### config.mk
export PLATFORM = sky130hd
export DESIGN_NAME = sccb_config_ctrl
export DESIGN_NICKNAME = d
export VERILOG_FILES = /design/src/rtl/cam_pkg.sv /design/src/rtl/ov7670_reg_rom.sv /design/src/rtl/sccb_config_ctrl.sv
export SDC_FILE = /design/constraint.sdc
export NUM_CORES = 1
export LEC_CHECK = 0
export ABC_AREA = 1
export BUFFER_PORTS_ARGS = -buffer_cell sky130_fd_sc_hd__buf_2
export CAP_MARGIN = 20
export CORE_MARGIN = 10
export CORE_UTILIZATION = 63
export CTS_CLUSTER_DIAMETER = 200
export DETAILED_ROUTE_END_ITERATION = 8
export PLACE_DENSITY = 0.8
export SLEW_MARGIN = 20
export SYNTH_ARGS = -nofsm -noshare
export SYNTH_HDL_FRONTEND = slang
export SYNTH_SLANG_ARGS = --single-unit
### constraint.sdc
create_clock -name clk -period 3.1 [get_ports clk]
set_input_delay 0.31 -clock clk [delete_from_list [all_inputs] [get_ports clk]]
set_output_delay 0.31 -clock clk [all_outputs]
set_load 0.1 [all_outputs]
### src/rtl/cam_pkg.sv
// Shared definitions for the OV7670 configuration path:
// table markers, device id, controller state encoding.
package cam_pkg;

   localparam logic [15:0] ENTRY_END = 16'hFFFF;
   localparam logic [15:0] ENTRY_DLY = 16'hFFF0;
   localparam logic [7:0]  OV7670_ID = 8'h42;

   typedef enum logic [2:0] {
      PWRUP,
      LOAD,
      START,
      BIT,
      STOP,
      GAP,
      WAIT,
      DONE
   } sccb_state_t;

   // Slots 9, 18, 27 (0-based 8, 17, 26) carry the ignored ACK bit
   function automatic logic is_dc_slot(input logic [4:0] s);
      return (s == 5'd8) || (s == 5'd17) || (s == 5'd26);
   endfunction

endpackage

### src/rtl/ov7670_reg_rom.sv
// OV7670 register table, RGB565 / QVGA.
// idx: table index in; entry: {reg_addr, reg_data} out.
module ov7670_reg_rom
   import cam_pkg::*;
(
   input  logic [7:0]  idx,
   output logic [15:0] entry
);

   always_comb begin
      entry = ENTRY_END;
      unique case (idx)
         8'd0:    entry = 16'h1280;
         8'd1:    entry = ENTRY_DLY;
         8'd2:    entry = 16'h1204;
         8'd3:    entry = 16'h40D0;
         8'd4:    entry = 16'h1100;
         8'd5:    entry = 16'h0C04;
         8'd6:    entry = 16'h3E19;
         8'd7:    entry = 16'h7211;
         8'd8:    entry = 16'h73F1;
         8'd9:    entry = 16'h8C00;
         8'd10:   entry = 16'h3A04;
         default: entry = ENTRY_END;
      endcase
   end

endmodule

### src/rtl/sccb_config_ctrl.sv
// OV7670 power-up sequencer: walks the register table and issues
// SCCB 3-phase writes; drives camera reset/pwdn, busy/done, wr_count.
module sccb_config_ctrl
   import cam_pkg::*;
#(
   parameter int          CLK_HZ  = 100_000_000,
   parameter int          SCCB_HZ = 100_000,
   parameter logic [7:0]  DEV_ID  = OV7670_ID,
   parameter int          DLY_CYC = 1_000_000
)(
   input  logic       clk,
   input  logic       rst_n,
   input  logic       start,
   output logic       sioc,
   output logic       siod_o,
   output logic       siod_oe,
   output logic       cam_rst_n,
   output logic       cam_pwdn,
   output logic       busy,
   output logic       done,
   output logic [7:0] wr_count
);

   localparam int QTR = CLK_HZ / (4 * SCCB_HZ);
   localparam int QW  = (QTR > 1) ? $clog2(QTR) : 1;
   localparam int DW  = $clog2(DLY_CYC + 1);

   sccb_state_t state_q, state_d;
   logic [QW-1:0] div_q, div_d;
   logic [1:0]    qtr_q, qtr_d;
   logic [4:0]    bit_q, bit_d;
   logic [23:0]   shift_q, shift_d;
   logic [DW-1:0] dly_q, dly_d;
   logic [7:0]    idx_q, idx_d;
   logic [7:0]    wr_q, wr_d;
   logic          sioc_q, sioc_d;
   logic          siod_q, siod_d;
   logic          oe_q, oe_d;
   logic          crst_q, crst_d;
   logic          busy_q, busy_d;
   logic          done_q, done_d;

   logic [15:0]   entry;
   logic          tick;
   logic          dly_end;

   ov7670_reg_rom u_rom (
      .idx   (idx_q),
      .entry (entry)
   );

   assign tick    = (div_q == QW'(QTR - 1));
   assign dly_end = (dly_q == DW'(DLY_CYC - 1));

   always_comb begin
      state_d = state_q;
      div_d   = tick ? '0 : div_q + 1'b1;
      qtr_d   = qtr_q;
      bit_d   = bit_q;
      shift_d = shift_q;
      dly_d   = dly_q;
      idx_d   = idx_q;
      wr_d    = wr_q;

      unique case (state_q)
         PWRUP: begin
            div_d = '0;
            if (dly_end) begin
               dly_d   = '0;
               state_d = LOAD;
            end else begin
               dly_d = dly_q + 1'b1;
            end
         end
         LOAD: begin
            div_d = '0;
            qtr_d = '0;
            if (entry == ENTRY_END) begin
               state_d = DONE;
            end else if (entry == ENTRY_DLY) begin
               dly_d   = '0;
               state_d = WAIT;
            end else begin
               shift_d = {DEV_ID, entry};
               state_d = START;
            end
         end
         START: begin
            if (tick) begin
               if (qtr_q == 2'd1) begin
                  qtr_d   = '0;
                  bit_d   = '0;
                  state_d = BIT;
               end else begin
                  qtr_d = qtr_q + 2'd1;
               end
            end
         end
         BIT: begin
            if (tick) begin
               qtr_d = qtr_q + 2'd1;
               if (qtr_q == 2'd3) begin
                  // ACK slots do not consume a data bit
                  if (!is_dc_slot(bit_q))
                     shift_d = {shift_q[22:0], 1'b0};
                  if (bit_q == 5'd26)
                     state_d = STOP;
                  else
                     bit_d = bit_q + 5'd1;
               end
            end
         end
         STOP: begin
            if (tick) begin
               if (qtr_q == 2'd2) begin
                  qtr_d   = '0;
                  idx_d   = idx_q + 8'd1;
                  wr_d    = (wr_q == 8'hFF) ? wr_q : wr_q + 8'd1;
                  state_d = GAP;
               end else begin
                  qtr_d = qtr_q + 2'd1;
               end
            end
         end
         GAP: begin
            if (tick) begin
               qtr_d = qtr_q + 2'd1;
               if (qtr_q == 2'd3)
                  state_d = LOAD;
            end
         end
         WAIT: begin
            div_d = '0;
            if (dly_end) begin
               idx_d   = idx_q + 8'd1;
               state_d = LOAD;
            end else begin
               dly_d = dly_q + 1'b1;
            end
         end
         DONE: begin
            div_d = '0;
            if (start) begin
               idx_d   = '0;
               wr_d    = '0;
               state_d = LOAD;
            end
         end
      endcase
   end

   // Outputs are decoded from the next state so the registered
   // bus lines line up with the phase being entered.
   always_comb begin
      sioc_d = 1'b1;
      siod_d = 1'b1;
      oe_d   = 1'b1;
      crst_d = (state_d != PWRUP);
      busy_d = (state_d != DONE);
      done_d = (state_d == DONE);
      unique case (state_d)
         START: begin
            siod_d = 1'b0;
            sioc_d = (qtr_d == 2'd0);
         end
         BIT: begin
            sioc_d = qtr_d[1];
            if (is_dc_slot(bit_d))
               oe_d = 1'b0;
            else
               siod_d = shift_d[23];
         end
         STOP: begin
            sioc_d = (qtr_d != 2'd0);
            siod_d = (qtr_d == 2'd2);
         end
         default: begin
            sioc_d = 1'b1;
         end
      endcase
   end

   always_ff @(posedge clk or negedge rst_n) begin
      if (!rst_n) begin
         state_q <= PWRUP;
         div_q   <= '0;
         qtr_q   <= '0;
         bit_q   <= '0;
         shift_q <= '0;
         dly_q   <= '0;
         idx_q   <= '0;
         wr_q    <= '0;
         sioc_q  <= 1'b1;
         siod_q  <= 1'b1;
         oe_q    <= 1'b1;
         crst_q  <= 1'b0;
         busy_q  <= 1'b0;
         done_q  <= 1'b0;
      end else begin
         state_q <= state_d;
         div_q   <= div_d;
         qtr_q   <= qtr_d;
         bit_q   <= bit_d;
         shift_q <= shift_d;
         dly_q   <= dly_d;
         idx_q   <= idx_d;
         wr_q    <= wr_d;
         sioc_q  <= sioc_d;
         siod_q  <= siod_d;
         oe_q    <= oe_d;
         crst_q  <= crst_d;
         busy_q  <= busy_d;
         done_q  <= done_d;
      end
   end

   assign sioc      = sioc_q;
   assign siod_o    = siod_q;
   assign siod_oe   = oe_q;
   assign cam_rst_n = crst_q;
   assign cam_pwdn  = 1'b0;
   assign busy      = busy_q;
   assign done      = done_q;
   assign wr_count  = wr_q;

endmodule

==> results.sh, run 1 <==
export IMPL_violations="hold timing"
export IMPL_die_height_um=116.2
export IMPL_cp_max_fo=23
export IMPL_dr_wl_met2_mm=5.794
export IMPL_crit_arrival_ps=3010
export IMPL_yosys_top_cells_area="dfrtp_1 35%, nand2_1 15%, nand3_1 7.6%"
export IMPL_final_period_utilization_pct=89.02
export IMPL_grt_max_degree=85
export IMPL_status="finished, violations left"
export IMPL_grt_pass1_wl_mm=22.30
export IMPL_cts_buffers=9
export IMPL_tns_ps=0
export IMPL_clock_sinks=84
export IMPL_drive_gt1_share_pct=14.07
export IMPL_post_dp_cell_area_um2=5932
export IMPL_coreArea_um2=9109
export IMPL_syn_area_per_cell_um2=7.326
export IMPL_worstSetupStartpointType="flop"
export IMPL_cts_root_buf="clkbuf_8"
export IMPL_grt_ovfl_total=0
export IMPL_rows=35
export IMPL_finalNetCount=831
export IMPL_dpl_worst_slack_ps=368.8
export IMPL_timing_hold_ws_ps=-49.93
export IMPL_dpl_cell_count=905
export IMPL_multiInputGateArea_um2=3281
export IMPL_critPathSlowestCell="o2111ai_2"
export IMPL_relSlewSlack_pct=37.25
export IMPL_path_clk_slew_ps=90
export IMPL_cts_hold_buf=0
export IMPL_post_drt_wl_per_cell_um=13.59
export IMPL_area_delta_synth_final_pct=5.192
export IMPL_crit_chain="inv_1 -> ha_1 -> nand2_1 -> nand2_2 -> nand3_1 -> nand2_2 -> nor2_8 -> nand4_1 -> o2111ai_2 -> nand2_1 -> nand3_1"
export IMPL_die_w_um=116.2
export IMPL_cts_tree="yes"
export IMPL_synth_net_count=822
export IMPL_final_util_pct=67.35
export IMPL_route_detailed_drc=0
export IMPL_syn_area_um2=5832
export IMPL_n_fill_cell=771
export IMPL_first_iter_violations=326
export IMPL_clock_skew_ps=13.17
export IMPL_drv_cap=0
export IMPL_wl_met1_mm=5.938
export IMPL_slowest_delay_ps=530
export IMPL_fin_crit_ps=2760
export IMPL_netlist_instances=796
export IMPL_p_leak_nw=3.089
export IMPL_dieArea_um2=13500
export IMPL_ys_seq_area_share_pct=36.11
export IMPL_synthFlopType="dfrtp_1"
export IMPL_cts_resized=0
export IMPL_diodes=0
export IMPL_postRouteAntennaNets=0
export IMPL_ys_types=52
export IMPL_power_total_mw=1.940
export IMPL_synth_edf_count=0
export IMPL_h_tree_depth=3
export IMPL_critPathCaptureType="flop"
export IMPL_wl_mm=12.52
export IMPL_rsz0062_at_grt="false"
export IMPL_ys_ff_latch=84
export IMPL_peakVddDrop_uv=195.6
export IMPL_fin_cells=921
export IMPL_post_dp_hpwl_mm=9.148
export IMPL_dr_pass1_iters=5
export IMPL_worst_setup_path_type="reg2reg"
export IMPL_fmax_ghz=0.3624
export IMPL_vias=5173
export IMPL_final_area_um2=6135
export IMPL_finalWorstSetupSlack_ps=340.4
export IMPL_port_buffers=16
export IMPL_cts_max_path_buffers=2
export IMPL_worst_pin_slew_ps=941.2
export IMPL_start_util_pct=64.02
export IMPL_io_pins=18
export IMPL_grt_pass1_vias=4965
export IMPL_highest_layer="met4"
export IMPL_synthArstFlopShare_pct=100.0
export IMPL_register_area_um2=2106
export IMPL_setup_violations=0
export IMPL_clock_latency_ps=380
export IMPL_worst_ep_required_time_ps=3350
export IMPL_place_congestion=0.9512
export IMPL_yosysWarnings=0
export IMPL_route_met3_wl_um=519
export IMPL_slew_violations=0
export IMPL_antenna_found_initial=0
export IMPL_yosys_area_top_type="dfrtp_1"
export IMPL_cts_setup_buffers=0
export IMPL_hold_viol=42
export IMPL_min_delay_path_class="in2async"
export IMPL_powerDensity_nw_per_um2=316.2
export IMPL_grtUsageTotal_pct=19.85
export IMPL_yosysTopAreaCellShare_pct=34.76
export IMPL_vias_per_cell=5.617
[registers in the layout, summed over array words and instances (netlist names), 2 cells and up]
signal and cells:
shift_q 24, dly_q 20, div_q 8, idx_q 8
wr_count 8, bit_q 5, state_q 3, qtr_q 2
[synth_stat cells, types with 10 or more instances]
master and count:
a21oi_1 14, nor2_2 10, nand4_1 14, nand2_2 18, o21ai_0 24, nand3_1 89, inv_1 69, o21ai_2 12
nor3_1 10, ha_1 23, dfrtp_1 81, xor2_1 15, nand2_1 240, inv_2 13, nor2_1 73
[kinds of logic after synthesis]
group,share of synthesized area [%]
fa+ha+maj,4.935
other cells,0.06430
buf+inv,7.638
xor+xnor,3.004
simple gates,39.05
flops,36.11
compound gates,9.205
[routing by layer]
metal | vias to the layer above | global-route usage [%]
met4 | 0 | 7.506
met5 | - | 0
met3 | 23 | 3.647
met1 | 2434 | 26.23
li1 | 2596 | -
met2 | 120 | 31.70
[worst paths after layout]
path | start | end | slack [ps] | cells after the start
hold reg to reg | shift_q[21]$_DFFE_PN0P_ | shift_q[21]$_DFFE_PN0P_ | 480 | 2
setup / recovery | idx_q[0]$_DFFE_PN0P_ | shift_q[10]$_DFFE_PN0P_ | 340 | 11
setup reg to reg | idx_q[0]$_DFFE_PN0P_ | shift_q[10]$_DFFE_PN0P_ | 340 | 11
min in group clk | start | idx_q[3]$_DFFE_PN0P_ | 400 | 4
max in group asynchronous | rst_n | state_q[2]$_DFF_PN0_ | 2600 | 1
hold / removal | rst_n | shift_q[14]$_DFFE_PN0P_ | -50 | 1
[where the power goes]
part	internal, mW	switching [mW]
clock network	0.376	0.433
logic	0.00291	0.0318
registers	1.10	0.000768
total	1.47	0.466
[area by class of cell]
class / count / share of cell area, %
repair buffers: 17 / 1.530
well taps: 111 / 2.264
clock buffers: 9 / 2.019
clock inverters: 7 / 1.224
inverters: 83 / 5.160
multi-input cells: 610 / 53.48
flip-flops and latches: 84 / 34.33
[critical path: cells and delay by family, from the launching register on]
kind	cells	cell delay, ps
DFF	1	510
and+or+nand+nor	8	980
AOI/OAI and AO/OA	1	530
adders and majority gates	1	390
buffers and inverters	1	220
[placed cells by master, fill, tap and decap left out, types with 4 or more instances in the layout]
cell type,instances
ha_1,23
nand3_1,89
buf_2,15
clkbuf_8,9
nand2_2,18
nor4_1,6
nor2_1,73
inv_2,13
nand2_1,240
dfrtp_1,81
nand4_1,14
o21bai_1,4
inv_1,69
o21ai_1,4
o21ai_0,24
nor2_2,10
o21ai_2,12
nand2_4,4
xor2_1,15
xnor2_1,5
nor2_4,7
nand3b_1,4
nor3_1,10
a21oi_1,14
o211ai_1,5
No activity file was read; power rests on OpenSTA's default activity.
==> inputs of run 2 (changes only) <==
--- a/config.mk
+++ b/config.mk
@@ -18,2 +18,3 @@
 export SYNTH_HDL_FRONTEND = slang
+export SYNTH_HIERARCHICAL = 1
 export SYNTH_SLANG_ARGS = --single-unit
--- a/constraint.sdc
+++ b/constraint.sdc
@@ -3,2 +3,2 @@
 set_output_delay 0.31 -clock clk [all_outputs]
-set_load 0.1 [all_outputs]
+set_load 0.005 [all_outputs]
==> run 2 against run 1 <==
The flow still finishes with violations (hold timing). Global-route usage decreased by 1.4 points. Area after synthesis decreased by 5.3%. First-iteration DRC count decreased by 6.7%. Largest power group unchanged.
==> results.sh, run 2 <==
export IMPL_internal_power_mw=1.509
export IMPL_crit_arrival_ps=3020
export IMPL_final_period_utilization_pct=87.83
export IMPL_powerDensity_nw_per_um2=336.6
export IMPL_grtUsageTotal_pct=18.49
export IMPL_area_delta_synth_final_pct=6.686
export IMPL_cp_max_fo=11
export IMPL_final_util_pct=68.20
export IMPL_rows=34
export IMPL_synthArstFlopShare_pct=100.0
export IMPL_yosysTopAreaCellShare_pct=36.72
export IMPL_grt_ovfl_total=0
export IMPL_relSlewSlack_pct=49.98
export IMPL_setup_violations=0
export IMPL_dr_pass1_iters=5
export IMPL_status="finished, violations left"
export IMPL_switching_share_pct=23.86
export IMPL_r2r_end="dly_q[7]$_DFFE_PN0P_"
export IMPL_power_total_mw=1.983
export IMPL_p_leak_nw=2.895
export IMPL_dpl_cell_count=878
export IMPL_hold_viol=4
export IMPL_cp_common_cell="nand2_1"
export IMPL_top_register="shift_q"
export IMPL_cts_buffers=9
export IMPL_tns_ps=0
export IMPL_worst_pin_slew_ps=750.3
export IMPL_grt_max_degree=85
export IMPL_netlist_instances=763
export IMPL_io_pins=18
export IMPL_peakVddDrop_uv=232.9
export IMPL_critPathSlowestCell="dfrtp_2"
export IMPL_fin_crit_ps=2723
export IMPL_wl_mm=11.72
export IMPL_power_switching_uw=473.1
export IMPL_grt_pass1_vias=4751
export IMPL_syn_area_um2=5520
export IMPL_post_dp_cell_area_um2=5678
export IMPL_cts_root_buf="clkbuf_8"
export IMPL_port_buffers=16
export IMPL_finalNetCount=807
export IMPL_timing_hold_ws_ps=-5.519
export IMPL_syn_area_per_cell_um2=7.235
export IMPL_drv_cap=0
export IMPL_cts_tree="yes"
export IMPL_fin_cells=894
export IMPL_clock_sinks=84
export IMPL_yosys_top_cells_area="dfrtp_1 37%, nand2_1 15%, nand3_1 6.1%"
export IMPL_ys_ff_latch=84
export IMPL_rsz0062_at_grt="false"
export IMPL_reg_largest_list="shift_q: 24 flops, dly_q: 20 flops"
export IMPL_worst_setup_path_type="reg2reg"
export IMPL_cts_hold_buf=0
export IMPL_largest_register_ffs=24
export IMPL_synth_edf_count=0
export IMPL_r2r_start="idx_q[0]$_DFFE_PN0P_"
export IMPL_crit_family="simple AND/OR/NAND/NOR gates"
export IMPL_vias_per_cell=5.487
export IMPL_min_delay_path_class="in2async"
export IMPL_slowest_delay_ps=460
export IMPL_worst_r2r_cell_count=17
export IMPL_drive_gt1_share_pct=13.49
export IMPL_die_w_um=113.6
export IMPL_dieArea_um2=12910
export IMPL_fmax_ghz=0.3673
export IMPL_crit_chain="inv_1 -> ha_1 -> a21oi_4 -> nor2_4 -> nand2_1 -> nand4_1 -> nor2_1 -> nand2_1 -> o21bai_4 -> nand2_4 -> inv_2 -> nand2_1 -> inv_2 -> nand3_1 -> nand2_1 -> nand2_1 -> nor2_1"
export IMPL_synth_most_common_cell="nand2_1"
export IMPL_clock_skew_ps=14.13
export IMPL_path_clk_slew_ps=100
export IMPL_coreArea_um2=8636
export IMPL_place_congestion=0.9635
export IMPL_route_detailed_drc=0
export IMPL_synth_net_count=789
export IMPL_vias=4905
export IMPL_violations="hold timing"
export IMPL_yosysWarnings=6
export IMPL_final_area_um2=5889
export IMPL_comb_power_share_pct=2.5
export IMPL_clock_latency_ps=370
export IMPL_worst_path_buf_inv=3
export IMPL_synth_common_cells="227 x nand2_1, 84 x inv_1, 81 x dfrtp_1"
export IMPL_ys_types=46
export IMPL_post_dp_hpwl_mm=8.704
export IMPL_start_util_pct=63.92
export IMPL_worstSetupStartpointType="flop"
export IMPL_postRouteAntennaNets=0
export IMPL_antenna_found_initial=0
export IMPL_post_drt_wl_per_cell_um=13.11
export IMPL_first_iter_violations=304
export IMPL_r2r_slack_ps=380
export IMPL_worst_ep_required_time_ps=3400
export IMPL_p_seq_share_pct=55.5
export IMPL_cts_max_path_buffers=2
export IMPL_clkPwrFrac_pct=41.9
export IMPL_yosys_area_top_type="dfrtp_1"
export IMPL_synthFlopType="dfrtp_1"
export IMPL_critPathCaptureType="flop"
export IMPL_final_common_cell="nand2_1"
export IMPL_h_tree_depth=3
export IMPL_diodes=0
export IMPL_slew_violations=0
export IMPL_most_common_layout_cells="227 x nand2_1, 84 x inv_1, 80 x dfrtp_1, 70 x nor2_1, 67 x nand3_1"
export IMPL_ys_seq_area_share_pct=38.15
export IMPL_die_height_um=113.6
export IMPL_grt_pass1_wl_mm=20.55
[run 2: cell types whose count changed in the layout (fill, tap and decap cells not counted), moves of 9 or more]
cell / delta
o21ai_1: +10
a21oi_1: +10
nand3_1: -22
o21ai_2: -9
inv_1: +15
nand2_1: -13
[run 2: metal layers]
| metal | up-vias | share of wire, % | global-route usage [%] |
|---|---|---|---|
| met2 | 139 | 47 | 30.78 |
| met3 | 28 | 4.6 | 2.887 |
| met5 | - | 0 | 0 |
| met1 | 2269 | 47 | 23.58 |
| met4 | 0 | 2.1 | 7.107 |
| li1 | 2469 | - | - |
[run 2: power by group through the flow]
| stage | clock [mW] | sequential (mW) | combinational [mW] |
|---|---|---|---|
| final | 0.831 | 1.10 | 0.0501 |
| after global routing | 0.878 | 1.10 | 0.0589 |
| after CTS | 0.834 | 1.10 | 0.0518 |
| after detailed placement | 0 | 1.12 | 0.0514 |
| after global placement | 0 | 1.12 | 0.0504 |
| after floorplan | 0 | 1.12 | 0.0209 |
[run 2: metrics by stage]
step / setup WS (ps) / hold WS (ps)
floorplan: 661.2 / 14.41
global placement: 480.7 / 459.7
detailed placement: 364.1 / 468.8
CTS: 325.4 / 180.7
global route: 72.53 / 44.44
finish: 377.2 / -5.519
[run 2: logic make-up after synthesis]
group | share of synthesized area, %
flip-flops | 38.15
adder cells (fa/ha/maj) | 5.213
AO/OA/AOI/OAI | 9.271
buffers and inverters | 8.953
AND/OR/NAND/NOR | 36.13
other | 0.06793
XOR/XNOR | 2.221
[run 2: how the worst max path moves through the flow]
stage,from,end,slack (ps),depth (start not counted)
after global placement,idx_q[0]$_DFFE_PN0P_,siod_o$_DFF_PN1_,480,18
after CTS,idx_q[0]$_DFFE_PN0P_,siod_o$_DFF_PN1_,330,18
after floorplan,idx_q[0]$_DFFE_PN0P_,dly_q[4]$_DFFE_PN0P_,660,15
after global routing,idx_q[0]$_DFFE_PN0P_,dly_q[7]$_DFFE_PN0P_,70,18
after detailed placement,idx_q[0]$_DFFE_PN0P_,dly_q[7]$_DFFE_PN0P_,360,16
final,idx_q[0]$_DFFE_PN0P_,dly_q[7]$_DFFE_PN0P_,380,17
[run 2: cell type report]
type | instances | area, um^2
repair buffers | 20 | 116.4
fillers | 726 | 2746
flip-flops and latches | 84 | 2107
well taps | 108 | 135.1
clock buffers | 10 | 137.6
clock inverters | 6 | 68.82
multi-input cells | 559 | 2920
inverters | 107 | 404.1
[run 2: worst register-to-register path: stages (launching register included)]
cell and delay, ps:
dfrtp_2 460, inv_1 170, ha_1 320, a21oi_4 190, nor2_4 60, nand2_1 90
nand4_1 140, nor2_1 120, nand2_1 120, o21bai_4 200, nand2_4 120, inv_2 180
nand2_1 110, inv_2 80, nand3_1 90, nand2_1 70, nand2_1 40, nor2_1 90
[run 2: what timing repair did]
| action | 4_1_cts | 5_1_grt |
|---|---|---|
| resized for setup | 0 | 1 |
| setup buffers | 0 | 0 |
| setup endpoints to repair | 0 | 1 |
==> inputs of run 3 (changes only) <==
- CAP_MARGIN: 20 -> unset
- CORE_UTILIZATION: 63 -> 57
- HOLD_SLACK_MARGIN: unset -> 0.05
- PLACE_DENSITY: 0.8 -> 0.76
- clock period: 3.1 -> 2.5 ns (I/O delays scaled with it)
==> run 3 against run 2 <==
The flow now finishes without violations. Sequential share of layout area shrank 2.7 points. First-iteration DRC count grew 0.33%. Wire length grew 6.4%. Design area grew 8.1%. Global-route usage shrank 1.2 points. Count of clock-buffer cells in the layout is the same. Cell count grew 6.0%. Sequential power grew 25%. Die area grew 8.6%. Highest routed layer unchanged.
==> results.sh, run 3 (synthesis gave the netlist of run 2 again) <==
export IMPL_final_util_pct=68.25
export IMPL_first_iter_violations=305
export IMPL_worst_path_buf_inv=5
export IMPL_diodes=0
export IMPL_finalNetCount=840
export IMPL_reg_largest_list="shift_q: 24 flops, dly_q: 20 flops"
export IMPL_io_pins=18
export IMPL_coreArea_um2=9328
export IMPL_post_drt_wl_per_cell_um=13.16
export IMPL_route_detailed_drc=0
export IMPL_die_w_um=118.4
export IMPL_grt_pass1_wl_mm=21.18
export IMPL_port_buffers=16
export IMPL_drv_cap=0
export IMPL_worst_pin_slew_ps=619.5
export IMPL_most_common_layout_cells="220 x nand2_1, 81 x dfrtp_1, 77 x inv_1, 66 x nor2_1, 63 x nand3_1"
export IMPL_grt_ovfl_total=0
export IMPL_hold_viol=0
export IMPL_min_path_cells=4
export IMPL_cts_root_buf="clkbuf_8"
export IMPL_dieArea_um2=14020
export IMPL_critPathSlowestCell="dfrtp_1"
export IMPL_die_height_um=118.4
export IMPL_min_delay_path_class="in2reg"
export IMPL_final_area_um2=6366
export IMPL_cts_buffers=9
export IMPL_crit_chain="inv_2 -> ha_4 -> a21oi_4 -> nor2_4 -> nand2_1 -> nand4_1 -> inv_1 -> nand2_1 -> o21ai_0 -> nand2_1 -> nand4_1 -> buf_4 -> buf_4 -> clkbuf_16 -> o31ai_1"
export IMPL_p_leak_nw=3.127
export IMPL_timing_hold_ws_ps=363.0
export IMPL_post_dp_cell_area_um2=5837
export IMPL_final_period_utilization_pct=98.04
export IMPL_drive_gt1_share_pct=20.51
export IMPL_worst_r2r_cell_count=15
export IMPL_crit_family="simple AND/OR/NAND/NOR gates"
export IMPL_r2r_slack_ps=50
export IMPL_setup_violations=0
export IMPL_r2r_start="idx_q[0]$_DFFE_PN0P_"
export IMPL_fmax_ghz=0.4080
export IMPL_cp_max_fo=6
export IMPL_cts_max_path_buffers=2
export IMPL_clock_latency_ps=360
export IMPL_h_tree_depth=3
export IMPL_slowest_delay_ps=420
export IMPL_largest_register_ffs=24
export IMPL_clock_sinks=84
export IMPL_cts_tree="yes"
export IMPL_whs_endpoint="state_q[1]$_DFF_PN0_"
export IMPL_peakVddDrop_uv=321.9
export IMPL_cp_common_cell="nand2_1"
export IMPL_critPathCaptureType="flop"
export IMPL_tns_ps=0
export IMPL_top_register="shift_q"
export IMPL_grt_pass1_vias=4731
export IMPL_relSlewSlack_pct=58.70
export IMPL_place_congestion=0.9221
export IMPL_status="complete, no violations"
export IMPL_vias=5029
export IMPL_worst_setup_path_type="reg2reg"
export IMPL_wl_mm=12.47
export IMPL_n_fill_cell=796
export IMPL_fin_crit_ps=2451
export IMPL_path_depth=15
export IMPL_postRouteAntennaNets=0
export IMPL_slew_violations=0
export IMPL_path_clk_slew_ps=90
export IMPL_clock_skew_ps=15.49
export IMPL_grt_max_degree=51
export IMPL_area_delta_synth_final_pct=15.32
export IMPL_final_common_cell="nand2_1"
export IMPL_worstSetupStartpointType="flop"
export IMPL_worst_ep_required_time_ps=2780
export IMPL_antenna_found_initial=0
export IMPL_rows=35
export IMPL_min_delay_start="start"
export IMPL_r2r_end="shift_q[19]$_DFFE_PN0P_"
export IMPL_rsz0062_at_grt="true"
export IMPL_start_util_pct=59.18
export IMPL_vias_per_cell=5.305
export IMPL_dr_pass1_iters=5
export IMPL_powerDensity_nw_per_um2=401.9
export IMPL_crit_arrival_ps=2730
export IMPL_grtUsageTotal_pct=17.31
export IMPL_post_dp_hpwl_mm=9.227
==> run 3: changes by cell type in the layout (fill, tap and decap cells not counted), sizes merged <==
cell / before / now
buf: 20 / 50
bufinv: 1 / 2
clkbuf: 10 / 12
clkinv: 3 / 0
clkinvlp: 1 / 2
dlygate4sd3: 0 / 1
inv: 108 / 109
==> run 3: layout make-up <==
cell class / count / area [um^2] / share of cell area, %
Clock buffer: 10 / 137.6 / 2.162
Clock inverter: 6 / 93.84 / 1.474
Inverter: 107 / 410.4 / 6.447
Multi-Input combinational cell: 559 / 3027 / 47.54
Sequential cell: 84 / 2106 / 33.08
Tap cell: 129 / 161.4 / 2.535
Timing Repair Buffer: 53 / 430.4 / 6.761
==> run 3: worst max-delay path by stage <==
stage / slack [ps] / endpoint / from
2_1_floorplan: 60 / dly_q[4]$_DFFE_PN0P_ / idx_q[0]$_DFFE_PN0P_
3_3_place_gp: 90 / dly_q[13]$_DFFE_PN0P_ / idx_q[0]$_DFFE_PN0P_
3_5_place_dp: -6 / dly_q[13]$_DFFE_PN0P_ / idx_q[0]$_DFFE_PN0P_
4_1_cts: 10 / dly_q[13]$_DFFE_PN0P_ / idx_q[0]$_DFFE_PN0P_
5_1_grt: -140 / shift_q[2]$_DFFE_PN0P_ / idx_q[0]$_DFFE_PN0P_
6_report: 50 / shift_q[19]$_DFFE_PN0P_ / idx_q[0]$_DFFE_PN0P_
==> run 3: worst register-to-register path, cell delays in order, from the launching register on <==
cell       delay (ps)
dfrtp_1           420
inv_2              80
ha_4              290
a21oi_4            60
nor2_4            150
nand2_1           110
nand4_1           150
inv_1              50
nand2_1           100
o21ai_0           100
nand2_1           100
nand4_1           100
buf_4             180
buf_4             140
clkbuf_16         140
o31ai_1           180
==> run 3: per-layer routing <==
layer,vias up,global-route usage [%],routed length (um)
met3,23,2.665,516
met5,-,0,0
met1,2338,22.31,5635
li1,2543,-,-
met2,125,28.82,6090
met4,0,6.183,229
==> run 3: power breakdown <==
part	switching, mW	leakage, nW	internal (mW)	total [mW]
Sequential	0.00387	1.10	1.36	1.37
Clock	0.518	0.114	0.601	1.12
Combinational	0.0533	1.91	0.0211	0.0744
Total	0.575	3.13	1.98	2.56
==> run 3: through the flow <==
| stage | total power, mW | instances | worst slack (ps) |
|---|---|---|---|
| finish | 2.558 | 948 | 48.99 |
| floorplan | 1.419 | 763 | 61.22 |
| CTS | 2.576 | 933 | 13.36 |
| detailed placement | 1.462 | 915 | -5.621 |
| global placement | 1.459 | 915 | 91.60 |
| global route | 2.652 | 948 | -140.1 |
==> run 3: what timing repair did <==
| item | CTS | global route |
|---|---|---|
| pin swaps | 1 | 10 |
| endpoints found under the hold margin | 44 | 0 |
| setup endpoints to repair | 2 | 43 |
| buffers inserted | 1 | 12 |
| hold buffers | 1 | 0 |
| resized for setup | 2 | 42 |
| cloned | 0 | 3 |
